[config.mk]
export PLATFORM = sky130hd
export DESIGN_NAME = mem_arbiter_flat
export DESIGN_NICKNAME = d
export VERILOG_FILES = /design/src/rtl/mem_arbiter_if.sv /design/src/rtl/mem_arbiter.sv /design/src/flat_wrapper.sv
export SDC_FILE = /design/constraint.sdc
export NUM_CORES = 1
export LEC_CHECK = 0
export ABC_AREA = 1
export BUFFER_PORTS_ARGS = -buffer_cell sky130_fd_sc_hd__buf_2
export CAP_MARGIN = 40
export CELL_PAD_IN_SITES_DETAIL_PLACEMENT = 1
export CELL_PAD_IN_SITES_GLOBAL_PLACEMENT = 2
export CORE_MARGIN = 4
export CORE_UTILIZATION = 25
export DETAILED_ROUTE_END_ITERATION = 12
export PLACE_DENSITY_LB_ADDON = 0.1
export SYNTH_ARGS = -nofsm -noshare
export SYNTH_HDL_FRONTEND = slang
export SYNTH_SLANG_ARGS = --single-unit
export TNS_END_PERCENT = 100
[constraint.sdc]
create_clock -name clk -period 2.69 [get_ports clk]
set_input_delay 0.269 -clock clk [delete_from_list [all_inputs] [get_ports clk]]
set_output_delay 0.269 -clock clk [all_outputs]
set_load 0.02 [all_outputs]
[src/rtl/mem_arbiter_if.sv]
// Bundle of every handshake/bus signal around the two-master memory arbiter.
// Latency: none (wires only).
// Backpressure: the req_ready and mem_req_ready wires carry it; responses have no ready.
//
// Groups:
//   if_*  : instruction-fetch requester (read-only)
//   ls_*  : load/store requester
//   mem_* : shared memory port
// Modports:
//   slave  : the arbiter's view. It serves the two core masters and drives the memory port.
//   master : the environment's view. This is the core masters plus the memory model.
interface mem_arbiter_if #(
    parameter int ADDR_W = 64,
    parameter int DATA_W = 64
);
    // instruction fetch requester
    logic              if_req_valid;
    logic              if_req_ready;
    logic [ADDR_W-1:0] if_addr;
    logic              if_rsp_valid;
    logic [DATA_W-1:0] if_rsp_data;

    // load/store requester
    logic                ls_req_valid;
    logic                ls_req_ready;
    logic [ADDR_W-1:0]   ls_addr;
    logic                ls_wen;
    logic [DATA_W-1:0]   ls_wdata;
    logic [DATA_W/8-1:0] ls_wmask;
    logic                ls_rsp_valid;
    logic [DATA_W-1:0]   ls_rsp_data;

    // shared memory port
    logic                mem_req_valid;
    logic                mem_req_ready;
    logic [ADDR_W-1:0]   mem_addr;
    logic                mem_wen;
    logic [DATA_W-1:0]   mem_wdata;
    logic [DATA_W/8-1:0] mem_wmask;
    logic                mem_rsp_valid;
    logic [DATA_W-1:0]   mem_rsp_data;

    modport slave (
        input  if_req_valid, if_addr,
        output if_req_ready, if_rsp_valid, if_rsp_data,
        input  ls_req_valid, ls_addr, ls_wen, ls_wdata, ls_wmask,
        output ls_req_ready, ls_rsp_valid, ls_rsp_data,
        output mem_req_valid, mem_addr, mem_wen, mem_wdata, mem_wmask,
        input  mem_req_ready, mem_rsp_valid, mem_rsp_data
    );

    modport master (
        output if_req_valid, if_addr,
        input  if_req_ready, if_rsp_valid, if_rsp_data,
        output ls_req_valid, ls_addr, ls_wen, ls_wdata, ls_wmask,
        input  ls_req_ready, ls_rsp_valid, ls_rsp_data,
        input  mem_req_valid, mem_addr, mem_wen, mem_wdata, mem_wmask,
        output mem_req_ready, mem_rsp_valid, mem_rsp_data
    );
endinterface

[src/rtl/mem_arbiter.sv]
// Two-master (fetch / load-store) arbiter that shares one memory port, with one transaction outstanding.
// Latency: accept at T, mem_req_valid at T+1; mem_rsp_valid at R, the owner's rsp_valid at R+1.
// Backpressure: requesters are accepted only in IDLE. mem_req_ready stalls REQ with the fields held. Responses cannot be stalled.
//
// Ports:
//   clk : rising-edge clock
//   rst : synchronous active-high reset. It drops any in-flight transaction.
//   bus : mem_arbiter_if.slave, carrying the if_*, ls_* and mem_* handshake/data groups
module mem_arbiter #(
    parameter int ADDR_W = 64,
    parameter int DATA_W = 64
) (
    input  logic              clk,
    input  logic              rst,
    mem_arbiter_if.slave      bus
);
    localparam int MASK_W = DATA_W / 8;

    localparam logic [1:0] S_IDLE = 2'd0;
    localparam logic [1:0] S_REQ  = 2'd1;
    localparam logic [1:0] S_WAIT = 2'd2;

    localparam logic OWN_IF = 1'b0;
    localparam logic OWN_LS = 1'b1;

    logic [1:0]        state_q, state_d;
    logic              owner_q, owner_d;
    logic              last_q, last_d;
    logic [ADDR_W-1:0] addr_q, addr_d;
    logic              wen_q, wen_d;
    logic [DATA_W-1:0] wdata_q, wdata_d;
    logic [MASK_W-1:0] wmask_q, wmask_d;
    logic              mem_req_vld_q, mem_req_vld_d;
    logic              if_rsp_vld_q, if_rsp_vld_d;
    logic [DATA_W-1:0] if_rsp_dat_q, if_rsp_dat_d;
    logic              ls_rsp_vld_q, ls_rsp_vld_d;
    logic [DATA_W-1:0] ls_rsp_dat_q, ls_rsp_dat_d;

    logic ls_win;
    logic if_win;

    // Round-robin grant. On a tie, LS wins unless it won the previous grant.
    // This is the only logic that is combinational from inputs to outputs.
    always_comb begin
        ls_win = 1'b0;
        if_win = 1'b0;
        if (state_q == S_IDLE) begin
            ls_win = bus.ls_req_valid && (!bus.if_req_valid || (last_q == OWN_IF));
            if_win = bus.if_req_valid && !ls_win;
        end
    end

    assign bus.if_req_ready = if_win;
    assign bus.ls_req_ready = ls_win;

    always_comb begin
        state_d       = state_q;
        owner_d       = owner_q;
        last_d        = last_q;
        addr_d        = addr_q;
        wen_d         = wen_q;
        wdata_d       = wdata_q;
        wmask_d       = wmask_q;
        mem_req_vld_d = mem_req_vld_q;
        if_rsp_vld_d  = 1'b0;
        if_rsp_dat_d  = if_rsp_dat_q;
        ls_rsp_vld_d  = 1'b0;
        ls_rsp_dat_d  = ls_rsp_dat_q;

        case (state_q)
            S_IDLE: begin
                if (ls_win) begin
                    state_d       = S_REQ;
                    owner_d       = OWN_LS;
                    last_d        = OWN_LS;
                    addr_d        = bus.ls_addr;
                    wen_d         = bus.ls_wen;
                    wdata_d       = bus.ls_wdata;
                    wmask_d       = bus.ls_wmask;
                    mem_req_vld_d = 1'b1;
                end else if (if_win) begin
                    // Fetches are always reads, so the write fields are zeroed.
                    state_d       = S_REQ;
                    owner_d       = OWN_IF;
                    last_d        = OWN_IF;
                    addr_d        = bus.if_addr;
                    wen_d         = 1'b0;
                    wdata_d       = '0;
                    wmask_d       = '0;
                    mem_req_vld_d = 1'b1;
                end
            end

            S_REQ: begin
                // The latched fields stay put until memory takes them.
                // A response strobe here is spurious and is ignored.
                if (mem_req_vld_q && bus.mem_req_ready) begin
                    state_d       = S_WAIT;
                    mem_req_vld_d = 1'b0;
                end
            end

            S_WAIT: begin
                if (bus.mem_rsp_valid) begin
                    state_d = S_IDLE;
                    if (owner_q == OWN_LS) begin
                        ls_rsp_vld_d = 1'b1;
                        ls_rsp_dat_d = bus.mem_rsp_data;
                    end else begin
                        if_rsp_vld_d = 1'b1;
                        if_rsp_dat_d = bus.mem_rsp_data;
                    end
                end
            end

            default: begin
                // Unreachable encoding. Recover to IDLE with nothing in flight.
                state_d       = S_IDLE;
                mem_req_vld_d = 1'b0;
            end
        endcase
    end

    always_ff @(posedge clk) begin
        if (rst) begin
            state_q       <= S_IDLE;
            owner_q       <= OWN_IF;
            last_q        <= OWN_IF;
            addr_q        <= '0;
            wen_q         <= 1'b0;
            wdata_q       <= '0;
            wmask_q       <= '0;
            mem_req_vld_q <= 1'b0;
            if_rsp_vld_q  <= 1'b0;
            if_rsp_dat_q  <= '0;
            ls_rsp_vld_q  <= 1'b0;
            ls_rsp_dat_q  <= '0;
        end else begin
            state_q       <= state_d;
            owner_q       <= owner_d;
            last_q        <= last_d;
            addr_q        <= addr_d;
            wen_q         <= wen_d;
            wdata_q       <= wdata_d;
            wmask_q       <= wmask_d;
            mem_req_vld_q <= mem_req_vld_d;
            if_rsp_vld_q  <= if_rsp_vld_d;
            if_rsp_dat_q  <= if_rsp_dat_d;
            ls_rsp_vld_q  <= ls_rsp_vld_d;
            ls_rsp_dat_q  <= ls_rsp_dat_d;
        end
    end

    assign bus.mem_req_valid = mem_req_vld_q;
    assign bus.mem_addr      = addr_q;
    assign bus.mem_wen       = wen_q;
    assign bus.mem_wdata     = wdata_q;
    assign bus.mem_wmask     = wmask_q;
    assign bus.if_rsp_valid  = if_rsp_vld_q;
    assign bus.if_rsp_data   = if_rsp_dat_q;
    assign bus.ls_rsp_valid  = ls_rsp_vld_q;
    assign bus.ls_rsp_data   = ls_rsp_dat_q;

endmodule

[src/flat_wrapper.sv]
// flat-port wrapper written by rule: the top's interface ports become plain ports
module mem_arbiter_flat 
#(
    parameter int ADDR_W = 64,
    parameter int DATA_W = 64
)
  (clk, rst, bus_if_req_valid, bus_if_addr, bus_if_req_ready, bus_if_rsp_valid, bus_if_rsp_data, bus_ls_req_valid, bus_ls_addr, bus_ls_wen, bus_ls_wdata, bus_ls_wmask, bus_ls_req_ready, bus_ls_rsp_valid, bus_ls_rsp_data, bus_mem_req_valid, bus_mem_addr, bus_mem_wen, bus_mem_wdata, bus_mem_wmask, bus_mem_req_ready, bus_mem_rsp_valid, bus_mem_rsp_data);
  mem_arbiter_if #(.ADDR_W(ADDR_W), .DATA_W(DATA_W)) bus_i ();
  input  logic clk;
  input  logic rst;
  input wire logic [$bits(bus_i.if_req_valid)-1:0] bus_if_req_valid;
  input wire logic [$bits(bus_i.if_addr)-1:0] bus_if_addr;
  output wire logic [$bits(bus_i.if_req_ready)-1:0] bus_if_req_ready;
  output wire logic [$bits(bus_i.if_rsp_valid)-1:0] bus_if_rsp_valid;
  output wire logic [$bits(bus_i.if_rsp_data)-1:0] bus_if_rsp_data;
  input wire logic [$bits(bus_i.ls_req_valid)-1:0] bus_ls_req_valid;
  input wire logic [$bits(bus_i.ls_addr)-1:0] bus_ls_addr;
  input wire logic [$bits(bus_i.ls_wen)-1:0] bus_ls_wen;
  input wire logic [$bits(bus_i.ls_wdata)-1:0] bus_ls_wdata;
  input wire logic [$bits(bus_i.ls_wmask)-1:0] bus_ls_wmask;
  output wire logic [$bits(bus_i.ls_req_ready)-1:0] bus_ls_req_ready;
  output wire logic [$bits(bus_i.ls_rsp_valid)-1:0] bus_ls_rsp_valid;
  output wire logic [$bits(bus_i.ls_rsp_data)-1:0] bus_ls_rsp_data;
  output wire logic [$bits(bus_i.mem_req_valid)-1:0] bus_mem_req_valid;
  output wire logic [$bits(bus_i.mem_addr)-1:0] bus_mem_addr;
  output wire logic [$bits(bus_i.mem_wen)-1:0] bus_mem_wen;
  output wire logic [$bits(bus_i.mem_wdata)-1:0] bus_mem_wdata;
  output wire logic [$bits(bus_i.mem_wmask)-1:0] bus_mem_wmask;
  input wire logic [$bits(bus_i.mem_req_ready)-1:0] bus_mem_req_ready;
  input wire logic [$bits(bus_i.mem_rsp_valid)-1:0] bus_mem_rsp_valid;
  input wire logic [$bits(bus_i.mem_rsp_data)-1:0] bus_mem_rsp_data;
  assign bus_i.if_req_valid = bus_if_req_valid;
  assign bus_i.if_addr = bus_if_addr;
  assign bus_if_req_ready = bus_i.if_req_ready;
  assign bus_if_rsp_valid = bus_i.if_rsp_valid;
  assign bus_if_rsp_data = bus_i.if_rsp_data;
  assign bus_i.ls_req_valid = bus_ls_req_valid;
  assign bus_i.ls_addr = bus_ls_addr;
  assign bus_i.ls_wen = bus_ls_wen;
  assign bus_i.ls_wdata = bus_ls_wdata;
  assign bus_i.ls_wmask = bus_ls_wmask;
  assign bus_ls_req_ready = bus_i.ls_req_ready;
  assign bus_ls_rsp_valid = bus_i.ls_rsp_valid;
  assign bus_ls_rsp_data = bus_i.ls_rsp_data;
  assign bus_mem_req_valid = bus_i.mem_req_valid;
  assign bus_mem_addr = bus_i.mem_addr;
  assign bus_mem_wen = bus_i.mem_wen;
  assign bus_mem_wdata = bus_i.mem_wdata;
  assign bus_mem_wmask = bus_i.mem_wmask;
  assign bus_i.mem_req_ready = bus_mem_req_ready;
  assign bus_i.mem_rsp_valid = bus_mem_rsp_valid;
  assign bus_i.mem_rsp_data = bus_mem_rsp_data;
  mem_arbiter #(.ADDR_W(ADDR_W), .DATA_W(DATA_W)) u_core (.clk(clk), .rst(rst), .bus(bus_i));
endmodule
Yosys cells after proc, flatten, opt, wreduce, memory -nomap -nowiden:

Cells that the tools add are included.

* bits in read-only memories: 0
* logic and storage cells: 55
* input port bits: 271
* output and inout bits: 270
* latch bits: 0
* memory bits (writable): 0
* register bits: 271
* memories: 0

* div/mod/pow operators: 0
* bitwise logic cells: 3
* multiply operators: 0
* reductions and logical operators: 14
* muxes and demuxes: 22
* shift operators: 0
* $add $sub $neg: 0
* equality and inequality tests: 5
* order comparisons: 0

Operators with widths (number)
* $mux W64: 4
* $mux W8: 2
* $reduce_and A3 Y1: 4
* $mux W1: 10
* $mux W2: 4
* $pmux W2 S3: 1
* $logic_and A1 B1 Y1: 3
* $ne A3 B3 Y1 const B: 1
* $not A1 Y1: 3
* $pmux W1 S3: 1
* $reduce_or A3 Y1: 1
* $eq A2 B1 Y1 const B: 1
* $eq A2 B2 Y1 const B: 1
* $logic_not A1 Y1: 2
* $logic_not A2 Y1: 1
* $ne A2 B1 Y1 const B: 1
* $ne A2 B2 Y1 const B: 1
* $reduce_and A2 Y1: 1
* $reduce_bool A2 Y1: 1
* $logic_or A1 B1 Y1: 1

Longest topological paths before layout:

Gate-level depths: netlist of the first run.

* depth in word-level cells: 9
* gate-level depth with buffers: 8
* gate-level depth less buffers: 6

Worst setup path before layout of the first run:

OpenSTA, ideal clock, no wires.

* path type: reg-to-output
* start point: register, netlist name u_core.owner_q
* end point: output port bus_if_req_ready
* slack: 1375 ps
* buffers on the path: 1
* required time: 2421 ps
* data arrival time: 1046 ps
* stages on the path, launching flop included: 6
* cell sequence: dfxtp_1 -> nand2_1 -> nand2_1 -> clkbuf_1 -> nand2_1 -> nor2_1

RTL lines
* to (decl): line flat_wrapper.sv:13 `output wire logic [$bits(bus_i.if_req_ready)-1:0] bus_if_req_ready;`

Worst setup path in the final report of the first run:

* start point: register u_core.state_q[0]
* end point: output port bus_ls_req_ready

* word-level cells in the longest chain between the ends: 2

RTL lines
* from (decl): line mem_arbiter.sv:26 `logic [1:0] state_q, state_d;`
* from (signal assigned): line mem_arbiter.sv:139 `state_q <= state_d;`
* $logic_not A2 Y1: line mem_arbiter.sv:47 `if (state_q == S_IDLE) begin`
* $mux W1: line mem_arbiter.sv:47
* to (decl): line flat_wrapper.sv:21 `output wire logic [$bits(bus_i.ls_req_ready)-1:0] bus_ls_req_ready;`

Every way passes these cells.

==> reports/results.env, run 1 <==
NUM-NETS-FINAL=2285
POWER.SEQUENTIAL.FRACTION_PCT=39.7
POWER.IR.VDD_WORST_mV=0.419
FIRST_PASS_GRT_WIRE_LENGTH_MM=73.7
INITIAL_CORE_UTIL_PCT=25.3
TOTAL_POWER_uW=11300
FIN_WORST_SKEW_PS=18.2
AREAGROWTHSYNTHTOFINISH_PCT=50.5
FINAL.MIN_CLOCK_PERIOD_PS=2150
SYNTHESIS.AREA_UM2=10700
CELLINTERNALPOWER_uW=7840
TIMING.CRITICAL_PATH.SLOWEST_CELL_DELAY_PS=440
N_FILL_CELL=5229
TOTAL_SWITCHING_POWER_uW=3420
CRITICAL_PATH_CLASS='reg2out'
POWER-PER-CELL-AREA_nW_PER_UM2=702
UNREPAIRED_SETUP_ENDPOINTS_AFTER_GLOBAL_ROUTING='no'
VIAS_PER_CELL=4.50
END_KIND='primary output'
PATH_DELAY_FAMILY='buffers and inverters'
CTSHOLDBUFFERS=128
CP_CELL_SEQUENCE='nor2_4 > nand3_2 > inv_2 > buf_2'
CLOCK_LATENCY_ON_THE_WORST_SKEW_PAIR_PS=540
FP.DIEAREA_UM2=46000
MAX_SLEW.WORST_PIN.SLEW_PS=801
DRT-TOTAL-WL_MM=48.3
WHS_PS=27.6
CP_DATA_ARRIVAL_TIME_PS=1890
YOSYSWARNINGCOUNT=0
MOST-COMMON-LAYOUT-CELLS='539 x sky130_fd_sc_hd__buf_2, 346 x sky130_fd_sc_hd__nand2_1, 270 x sky130_fd_sc_hd__dfxtp_1'
POST-DP-HPWL_MM=33.3
PIN_COUNT_OF_THE_BIGGEST_NET_ENTERING_GLOBAL_ROUTING=144
DETAILEDROUTE.FIRSTITERATIONVIOLATIONS=486
ANTENNA_FOUND_INITIAL=12
YS_SEQ_AREA_SHARE_PCT=50.9
FIRST_GLOBAL_VIAS=12100
OUTCOME='completed'
IOS=541
SYNTH_CELLS=1407
ROUTED_WIRE_LENGTH_PER_INSTANCE_UM=18.7
POST_ROUTE_CELLS_DRIVE_ABOVE_1_SHARE_PCT=32.0
CTS-BUFFERS-INSERTED=35
GRT_OVERFLOW=0
WORSTSETUPSTARTPOINTTYPE='flip-flop'
DETAIL_ROUTE.DRC_VIOLATIONS=0
SWSHARE_PCT=30.4
FINALHOLDVIOLATIONS=0
COREAREA_UM2=42000
CTS.CLK_SLEW.WORST_PATHS_PS=60
CTS_SETUP_BUFFERS=0
CTS_NUM_SINKS=271
LAYOUT.CELLS.MOST_COMMON='sky130_fd_sc_hd__buf_2'
SYNTH_FP_NETS=1678
WORST-ENDPOINT-REQUIRED_PS=2420
NUMPORTBUFFERS=540
HTREE_NUM_LEVELS=2
SYN_AREA_PER_CELL_UM2=7.57
TIMING.CRITICAL_PATH.SLOWEST_STAGE_CELL='sky130_fd_sc_hd__inv_2'
GPL.FINAL_WEIGHTED_CONGESTION=0.764
SYNTH.FF_LATCH_COUNT=271
MAX_CAP_VIOLATIONS=0
YS_TYPES=21
P_CLK_SHARE_PCT=40.5
DRT.ANTENNA.VIOLATING_NETS=0
DIE_Y_UM=214
COMBINATIONALPOWERSHARE_PCT=19.8
CTS-ROOT-BUF='sky130_fd_sc_hd__clkbuf_16'
CELLLEAKAGEPOWER_uW=0.00768
SETUP_TOTAL_NEGATIVE_SLACK_PS=0
TOTAL_ROUTING_USAGE_GR_PCT=20.2
DR.PASS1.ITERS=4
WORST-PATH-BUF-INV=2
TIMING.CRITICAL_PATH.FANOUT_MAX=29
PLACEMENTROWS=75
NUMBER_OF_GATES_GIVEN_A_NEW_DRIVE_STRENGTH_AFTER_CTS=0
DRV_SLEW=0
CLOCK_TREE.BUFFER_DEPTH=3
WORST_SLEW_MARGIN_REL_PCT=46.6
CTS_TREE='done'
FINAL-SETUP-VIOL-COUNT=0
CLASS_OF_THE_MOST_CRITICAL_HOLD_TIMING_PATH='in2reg'
CHIPWIDTH_UM=214
FIN_CRIT_SH_PCT=80.1
POST-ROUTE-UTIL_PCT=38.1
DR_TOTAL_VIAS=11600
TIMING.FMAX_MHz=464
## layout make-up
cell class | count | area (um2) | area share [%]
diodes | 3 | 7.51 | 0.0468
flip-flops and latches | 271 | 5430 | 33.8
repair buffers | 685 | 4200 | 26.2
clock inverters | 9 | 85.1 | 0.531
inverters | 72 | 272 | 1.69
well taps | 539 | 674 | 4.21
clock buffers | 53 | 1020 | 6.39
multi-input cells | 949 | 4350 | 27.1
## state kept, by name, summed over array words and instances, names as in the netlist
| signal | flops |
|---|---|
| u_core.bus.if_rsp_data | 64 |
| u_core.bus.mem_req_valid | 1 |
| u_core.bus.if_rsp_valid | 1 |
| u_core.state_q | 2 |
| u_core.bus.mem_wen | 1 |
| u_core.bus.ls_rsp_data | 64 |
| u_core.owner_q | 1 |
| u_core.bus.mem_wdata | 64 |
| u_core.bus.mem_wmask | 8 |
| u_core.bus.mem_addr | 64 |
| u_core.bus.ls_rsp_valid | 1 |
## power groups by stage
stage,registers [uW],logic (uW),clock network (uW)
floorplan,4910,926,0
global placement,4540,2100,0
detailed placement,4550,2110,0
CTS,4470,2270,4760
global route,4510,2460,4920
finish,4470,2230,4560
## stage by stage
stage / setup slack (ps) / instances / instance area (um2)
after floorplan: 1370 / 1407 / 10700
after global placement: 966 / 2388 / 13600
after detailed placement: 944 / 2388 / 13600
after CTS: 433 / 2578 / 16000
after global routing: 379 / 2581 / 16000
final: 536 / 2581 / 16000
## routing by layer
| layer | wire, um | track usage [%] | vias up |
|---|---|---|---|
| met5 | 106 | 0 | - |
| met3 | 3420 | 6.32 | 102 |
| li1 | - | - | 5767 |
| met1 | 19100 | 22.8 | 5395 |
| met2 | 23900 | 35.2 | 342 |
| met4 | 1790 | 8.30 | 18 |
## cell usage after synthesis, drive strengths merged
cell    count  share of area, %
a21oi     205               9.6
buf        68               4.1
clkbuf     47               1.7
dfxtp     271                51
inv        72               2.5
nand2     347                12
nand3       5              0.28
nand4      64               3.8
nor2      136               5.0
o21ai     128               6.0
or2        64               3.8
## cell families after synthesis
kind of cell,Yosys count,share of synthesized area (%)
buffers and inverters,187,8.35
AND/OR/NAND/NOR,616,25.1
AO/OA/AOI/OAI,333,15.6
flip-flops,271,50.9
## path summary, 6_finish.rpt
path | start | end | slack (ps) | cells past startpoint
hold reg to reg | u_core.bus.mem_wdata[58]$_SDFFE_PP0P_ | u_core.bus.mem_wdata[58]$_SDFFE_PP0P_ | 460 | 2
hold / removal | bus_mem_rsp_data[7] | u_core.bus.if_rsp_data[7]$_SDFFE_PP0P_ | 30 | 3
setup / recovery | u_core.state_q[0]$_SDFFE_PP0P_ | bus_ls_req_ready | 540 | 4
setup reg to reg | u_core.state_q[1]$_SDFFE_PP0P_ | u_core.bus.ls_rsp_data[61]$_SDFFE_PP0P_ | 960 | 5
## worst register-to-register path, stage by stage (launching register included)
cell and delay [ps]:
sky130_fd_sc_hd__dfxtp_1 390, sky130_fd_sc_hd__inv_2 80, sky130_fd_sc_hd__nor2_4 140, sky130_fd_sc_hd__buf_4 630, sky130_fd_sc_hd__nand4_1 240, sky130_fd_sc_hd__a21oi_1 190
No activity file was read; power rests on OpenSTA's default activity.
==> inputs of run 2 (changes only) <==
Settings changed: CORE_UTILIZATION 25 to 21.
Clock period 2.69 ns to 1.8 ns, I/O delays scaled along.
==> run 2 against run 1 <==
Critical path depth grew 1; first-iteration DRC count down 18%; cell count grew 11%; utilization down 2.6 points; count of clock-buffer cells in the layout grew 3; wire length is 8.0% higher; worst setup slack got worse by 400 ps; non-clock buffer count up 141; combinational power up 72%; critical endpoint unchanged; highest routed layer is now met4.
==> reports/results.env, run 2 (synthesis gave the netlist of run 1 again) <==
OUTCOME='completed'
TIMING.CRITICAL_PATH.SLOWEST_CELL_DELAY_PS=340  # -100 ps
FINAL-SETUP-VIOL-COUNT=0  # unchanged
END_KIND='primary output'
MAX_SLEW.WORST_PIN.SLEW_PS=741  # -60.6 ps
WORST-ENDPOINT-REQUIRED_PS=1620  # -800 ps
WORST_SLEW_MARGIN_REL_PCT=50.6  # +4.0 points
RR_ENDPOINT='u_core.bus.mem_addr[25]$_SDFFE_PP0P_'
R2R_CELLS=8  # +3
POWER-PER-CELL-AREA_nW_PER_UM2=970  # +38%
NUM-NETS-FINAL=2426  # +6.2%
DRV_SLEW=0  # unchanged
PLACE_WS_PS=308  # -637 ps
CTS.CLK_SLEW.WORST_PATHS_PS=60  # about the same
SWSHARE_PCT=30.6  # +0.24 points
WORSTHOLDSTART='bus_if_addr[60]'
POST_ROUTE_CELLS_DRIVE_ABOVE_1_SHARE_PCT=30.8  # -1.2 points
TIMING.CRITICAL_PATH.SLOWEST_STAGE_CELL='sky130_fd_sc_hd__dfxtp_1'
UNREPAIRED_SETUP_ENDPOINTS_AFTER_GLOBAL_ROUTING='no'
PIN_COUNT_OF_THE_BIGGEST_NET_ENTERING_GLOBAL_ROUTING=144  # unchanged
FIN_CRIT_SH_PCT=92.3
CTS_TREE='done'
PLACEMENTROWS=82  # +9.3%
POST-DP-HPWL_MM=35.0  # +5.1%
WORSTSETUPSTARTPOINTTYPE='flip-flop'
TIMING.CRITICAL_PATH.FANOUT_MAX=14  # -52%
IOS=541  # unchanged
MOST-COMMON-LAYOUT-CELLS='537 x sky130_fd_sc_hd__buf_2, 344 x sky130_fd_sc_hd__nand2_1, 269 x sky130_fd_sc_hd__dfxtp_1'
DR.PASS1.ITERS=4  # unchanged
N_FILL_CELL=6158  # +18%
FP.DIEAREA_UM2=54400  # +18%
TIMING.FINAL.WS_SETUP_PS=138  # -398 ps
POWER.SEQUENTIAL.FRACTION_PCT=38.7  # -1.0 points
WORST-PATH-BUF-INV=3  # +1
SETUP_TOTAL_NEGATIVE_SLACK_PS=0  # unchanged
PATH_DELAY_FAMILY='flip-flops'
DRT.ANTENNA.VIOLATING_NETS=0  # unchanged
CLOCK_LATENCY_ON_THE_WORST_SKEW_PAIR_PS=540  # about the same
INITIAL_CORE_UTIL_PCT=21.2  # -4.1 points
WORST_R2R_STARTPOINT='u_core.state_q[1]$_SDFFE_PP0P_'
FINALHOLDVIOLATIONS=0  # unchanged
VIAS_PER_CELL=4.29  # -4.7%
CELLINTERNALPOWER_uW=12000  # +53%
ANTENNA_FOUND_INITIAL=5  # -7
FIRST_GLOBAL_VIAS=13000  # +7.5%
FIRST_PASS_GRT_WIRE_LENGTH_MM=77.5  # +5.2%
CLOCK_TREE.BUFFER_DEPTH=3  # unchanged
CLASS_OF_THE_MOST_CRITICAL_HOLD_TIMING_PATH='in2reg'
ROUTED_WIRE_LENGTH_PER_INSTANCE_UM=18.2  # -2.5%
DETAIL_ROUTE.DRC_VIOLATIONS=0  # unchanged
POST_DP_CELL_AREA_UM2=14000  # +2.8%
CRITICAL_PATH_CLASS='reg2out'
CP_DATA_ARRIVAL_TIME_PS=1480  # -410 ps
CELLLEAKAGEPOWER_uW=0.00837  # +8.9%
P_CLK_SHARE_PCT=39.1  # -1.4 points
HTREE_NUM_LEVELS=2  # unchanged
TOTAL_SWITCHING_POWER_uW=5290  # +55%
DR_TOTAL_VIAS=12300  # +5.6%
CTS-BUFFERS-INSERTED=35  # unchanged
COMBINATIONALPOWERSHARE_PCT=22.2  # +2.4 points
POWER.IR.VDD_WORST_mV=0.720  # +72%
DRT-TOTAL-WL_MM=52.1  # +8.0%
CTS_NUM_SINKS=271  # unchanged
CTS-ROOT-BUF='sky130_fd_sc_hd__clkbuf_16'
LAYOUT.CELLS.MOST_COMMON='sky130_fd_sc_hd__buf_2'
HOLD-PATH-CELL-COUNT=5  # +2
TOTAL_ROUTING_USAGE_GR_PCT=18.2  # -2.0 points
REG2REG_SETUP_SLACK_PS=250  # -710 ps
NUMPORTBUFFERS=540  # unchanged
FINAL.MIN_CLOCK_PERIOD_PS=1660
AREAGROWTHSYNTHTOFINISH_PCT=67.2
GPL.FINAL_WEIGHTED_CONGESTION=0.771  # +0.94%
FINALINSTANCEAREA_UM2=17800  # +11%
DIE_Y_UM=233  # +8.8%
TIMING.FMAX_MHz=602
MAX_CAP_VIOLATIONS=0  # unchanged
HOLD-PATH-ENDPOINT='u_core.bus.mem_addr[60]$_SDFFE_PP0P_'
DETAILEDROUTE.FIRSTITERATIONVIOLATIONS=397  # -18%
CP_CELL_SEQUENCE='nor2_4 > nand3_4 > inv_6 > buf_12 > buf_6'
FIN_WORST_SKEW_PS=20.7  # +2.49 ps
TOTAL_POWER_uW=17300  # +54%
GRT_OVERFLOW=0  # unchanged
CHIPWIDTH_UM=233  # +8.8%
POST-ROUTE-UTIL_PCT=35.5  # -2.6 points
COREAREA_UM2=50200  # +19%
## run 2: how the worst max path moves through the flow
stage,startpoint,endpoint,cells after the start
after floorplan,u_core.owner_q$_SDFFE_PP0P_,bus_if_req_ready,5
after global placement,bus_mem_rsp_valid,u_core.bus.if_rsp_data[56]$_SDFFE_PP0P_,7
after detailed placement,u_core.state_q[1]$_SDFFE_PP0P_,u_core.bus.if_rsp_data[55]$_SDFFE_PP0P_,6
after CTS,u_core.state_q[0]$_SDFFE_PP0P_,bus_ls_req_ready,5
after global routing,u_core.state_q[1]$_SDFFE_PP0P_,bus_ls_req_ready,5
final,u_core.state_q[1]$_SDFFE_PP0P_,bus_ls_req_ready,5
## run 2: what timing repair did
item | CTS | global route
pin swaps | 2 | 2
hold endpoints to repair | 262 | 0
setup buffers | 3 | 1
gates resized for setup | 10 | 0
endpoints found under the setup margin | 2 | 1
hold buffers | 251 | 0
gates cloned | 3 | 0
## run 2: power groups by stage
stage	registers [uW]	clock network (uW)	logic (uW)
2_1_floorplan	7340	0	1380
3_3_place_gp	6790	0	3340
3_5_place_dp	6800	0	3360
4_1_cts	6690	7060	3920
5_1_grt	6740	7280	4220
6_report	6680	6760	3840
## run 2: metal layers
metal  part of all wire [%]  GRT usage [%]  vias to the layer above
met2                     51           32.6                      335
met4                    3.5           6.84                        0
met1                     39           20.7                     5796
met3                    6.5           4.74                       86
li1                       -              -                     6058
met5                      0              0                        -
## run 2: metrics by stage
stage               cells  hold slack [ps]
finish               2859             27.4
global placement     2532              433
CTS                  2852             1.36
floorplan            1407              327
global route         2858             27.4
detailed placement   2532              440
## run 2: cell type report
| cell class | count | area [um2] | share of cell area [%] |
|---|---|---|---|
| Antenna cell | 6 | 15.0 | 0.0843 |
| Clock buffer | 56 | 1050 | 5.87 |
| Clock inverter | 7 | 53.8 | 0.302 |
| Inverter | 72 | 277 | 1.55 |
| Multi-Input combinational cell | 949 | 4360 | 24.5 |
| Sequential cell | 271 | 5430 | 30.5 |
| Tap cell | 672 | 841 | 4.72 |
| Timing Repair Buffer | 826 | 5790 | 32.5 |
## run 2: worst min-delay path, cell delays in order
cell and delay (ps):
sky130_fd_sc_hd__buf_2 100, sky130_fd_sc_hd__inv_1 50, sky130_fd_sc_hd__nand2_1 50, sky130_fd_sc_hd__nand2_1 60, sky130_fd_sc_hd__a21oi_1 60
==> inputs of run 3 (changes only) <==
Settings changed: MAX_ROUTING_LAYER set to met4.
==> run 3 against run 2 <==
Via count grew 0.36%; utilization is essentially flat; critical path type unchanged; combinational power is essentially flat; first-iteration DRC count grew 1.0%; sequential share of layout area is essentially flat; register-to-register slack is essentially flat; worst hold slack gained 2.9 ps; fmax shrank 0.10%; global-route usage grew 0.53 points; non-clock buffer count is the same; worst setup slack lost 1.7 ps; largest power group unchanged.
==> reports/results.env, run 3 (synthesis gave the netlist of run 1 again) <==
CTS_NUM_SINKS=271  # unchanged
CELLLEAKAGEPOWER_uW=0.00837  # unchanged
FP.DIEAREA_UM2=54400  # unchanged
POWER-PER-CELL-AREA_nW_PER_UM2=969  # -0.12%
DIE_Y_UM=233  # unchanged
CTS-ROOT-BUF='sky130_fd_sc_hd__clkbuf_16'
VIAS_PER_CELL=4.31  # +0.32%
WORSTHOLDSTART='bus_if_addr[60]'
NUMPORTBUFFERS=540  # unchanged
WORSTSETUPSTARTPOINTTYPE='flip-flop'
FINAL.MIN_CLOCK_PERIOD_PS=1660  # +1.70 ps
END_KIND='primary output'
CTS.CLK_SLEW.WORST_PATHS_PS=60  # about the same
POST-ROUTE-UTIL_PCT=35.5  # about the same
WORST_SLEW_MARGIN_REL_PCT=51.0  # +0.43 points
HOLD-PATH-CELL-COUNT=5  # unchanged
WHS_PS=30.3  # +2.93 ps
REG2REG_SETUP_SLACK_PS=250  # about the same
WORST_R2R_STARTPOINT='u_core.state_q[1]$_SDFFE_PP0P_'
TIMING.CRITICAL_PATH.FANOUT_MAX=14  # unchanged
STARTPOINT='u_core.state_q[1]$_SDFFE_PP0P_'
NUM-NETS-FINAL=2426  # unchanged
TIMING.FMAX_MHz=601  # -0.10%
POST_DP_CELL_AREA_UM2=14000  # unchanged
ANTENNA_FOUND_INITIAL=6  # +1
COREAREA_UM2=50200  # unchanged
FIN_WORST_SKEW_PS=20.9  # +0.218 ps
CTS-BUFFERS-INSERTED=35  # unchanged
POST-PLACE-CELLS=2532  # unchanged
INITIAL_CORE_UTIL_PCT=21.2  # unchanged
PLACEMENTROWS=82  # unchanged
MOST-COMMON-LAYOUT-CELLS='537 x sky130_fd_sc_hd__buf_2, 344 x sky130_fd_sc_hd__nand2_1, 269 x sky130_fd_sc_hd__dfxtp_1'
GRT_OVERFLOW=0  # unchanged
TOTAL_ROUTING_USAGE_GR_PCT=18.7  # +0.53 points
POWER.IR.VDD_WORST_mV=0.713  # -0.96%
MAX_SLEW.WORST_PIN.SLEW_PS=734  # -6.46 ps
FINALHOLDVIOLATIONS=0  # unchanged
FIRST_GLOBAL_VIAS=13100  # +0.038%
FINAL_CELL_COUNT_NO_FILL=2860  # +0.035%
CTS_TREE='done'
HOLD-PATH-ENDPOINT='u_core.bus.mem_addr[60]$_SDFFE_PP0P_'
CLASS_OF_THE_MOST_CRITICAL_HOLD_TIMING_PATH='in2reg'
DETAIL_ROUTE.DRC_VIOLATIONS=0  # unchanged
CLOCK_TREE.BUFFER_DEPTH=3  # unchanged
GPL.FINAL_WEIGHTED_CONGESTION=0.781  # +1.3%
CHIPWIDTH_UM=233  # unchanged
POST-DP-HPWL_MM=35.0  # unchanged
FINAL-SETUP-VIOL-COUNT=0  # unchanged
RR_ENDPOINT='u_core.bus.mem_addr[25]$_SDFFE_PP0P_'
IOS=541  # unchanged
AREAGROWTHSYNTHTOFINISH_PCT=67.2  # about the same
FINALINSTANCEAREA_UM2=17800  # about the same
R2R_CELLS=8  # unchanged
DETAILEDROUTE.FIRSTITERATIONVIOLATIONS=401  # +1.0%
CRITICAL_PATH_CLASS='reg2out'
FIRST_PASS_GRT_WIRE_LENGTH_MM=77.4  # -0.14%
UNREPAIRED_SETUP_ENDPOINTS_AFTER_GLOBAL_ROUTING='no'
PIN_COUNT_OF_THE_BIGGEST_NET_ENTERING_GLOBAL_ROUTING=144  # unchanged
SETUP_TOTAL_NEGATIVE_SLACK_PS=0  # unchanged
DRT-TOTAL-WL_MM=52.0  # -0.19%
CP_DATA_ARRIVAL_TIME_PS=1480  # about the same
DRT.ANTENNA.VIOLATING_NETS=0  # unchanged
ROUTED_WIRE_LENGTH_PER_INSTANCE_UM=18.2  # -0.22%
DRV_SLEW=0  # unchanged
LAYOUT.CELLS.MOST_COMMON='sky130_fd_sc_hd__buf_2'
CLOCK_LATENCY_ON_THE_WORST_SKEW_PAIR_PS=540  # about the same
POST_ROUTE_CELLS_DRIVE_ABOVE_1_SHARE_PCT=30.8  # unchanged
MAX_CAP_VIOLATIONS=0  # unchanged
WORST-ENDPOINT-REQUIRED_PS=1620  # about the same
DR_TOTAL_VIAS=12300  # +0.36%
DR.PASS1.ITERS=5  # +1
OUTCOME='completed'
HTREE_NUM_LEVELS=2  # unchanged
FIN_CRIT_SH_PCT=92.4  # +0.094 points
run 3: cell count changes in the layout (fill, tap and decap cells not counted), sizes merged:
cell   previous run  this run
diode             6         7
run 3: routing by layer:
metal  wire length (um)  GRT usage (%)  up-vias
met5                  0              -        -
met4               1810           6.71        0
met3               3070           4.24       86
met2              26600           32.9      336
met1              20500           20.8     5837
li1                   -              -     6060
run 3: report_power, final:
group	internal (uW)	switching [uW]
logic	1540	2300
clock network	3990	2750
registers	6460	226
run 3: final cells by class:
| class | instances | area (um2) |
|---|---|---|
| flip-flops and latches | 271 | 5430 |
| repair buffers | 826 | 5790 |
| clock buffers | 56 | 1050 |
| diodes | 7 | 17.5 |
| well taps | 672 | 841 |
| multi-input cells | 949 | 4360 |
| inverters | 72 | 277 |
| clock inverters | 7 | 53.8 |
| fillers | 6158 | 32400 |
run 3: how the worst max path moves through the flow:
stage,end,slack (ps),cells past startpoint
finish,bus_ls_req_ready,140,5
CTS,bus_ls_req_ready,10,5
global route,bus_ls_req_ready,30,5
detailed placement,u_core.bus.if_rsp_data[55]$_SDFFE_PP0P_,310,6
global placement,u_core.bus.if_rsp_data[56]$_SDFFE_PP0P_,290,7
floorplan,bus_if_req_ready,570,5
run 3: critical path: stages (launching register included):
cell	delay (ps)
sky130_fd_sc_hd__dfxtp_1	340
sky130_fd_sc_hd__nor2_4	160
sky130_fd_sc_hd__nand3_4	110
sky130_fd_sc_hd__inv_6	80
sky130_fd_sc_hd__buf_12	140
sky130_fd_sc_hd__buf_6	120
run 3: timing repair:
item,4_1_cts,5_1_grt
buffers inserted,3,1
endpoints found under the setup margin,2,1
pin swaps,2,2
gates cloned,3,0
gates resized for setup,10,0
hold buffers,251,0
endpoints found under the hold margin,262,0
run 3: metrics by stage:
stage / setup WS, ps / total power (uW)
4_1_cts: 11.9 / 17700
3_5_place_dp: 308 / 10200
5_1_grt: 25.1 / 18200
2_1_floorplan: 574 / 8720
3_3_place_gp: 293 / 10100
6_report: 137 / 17300
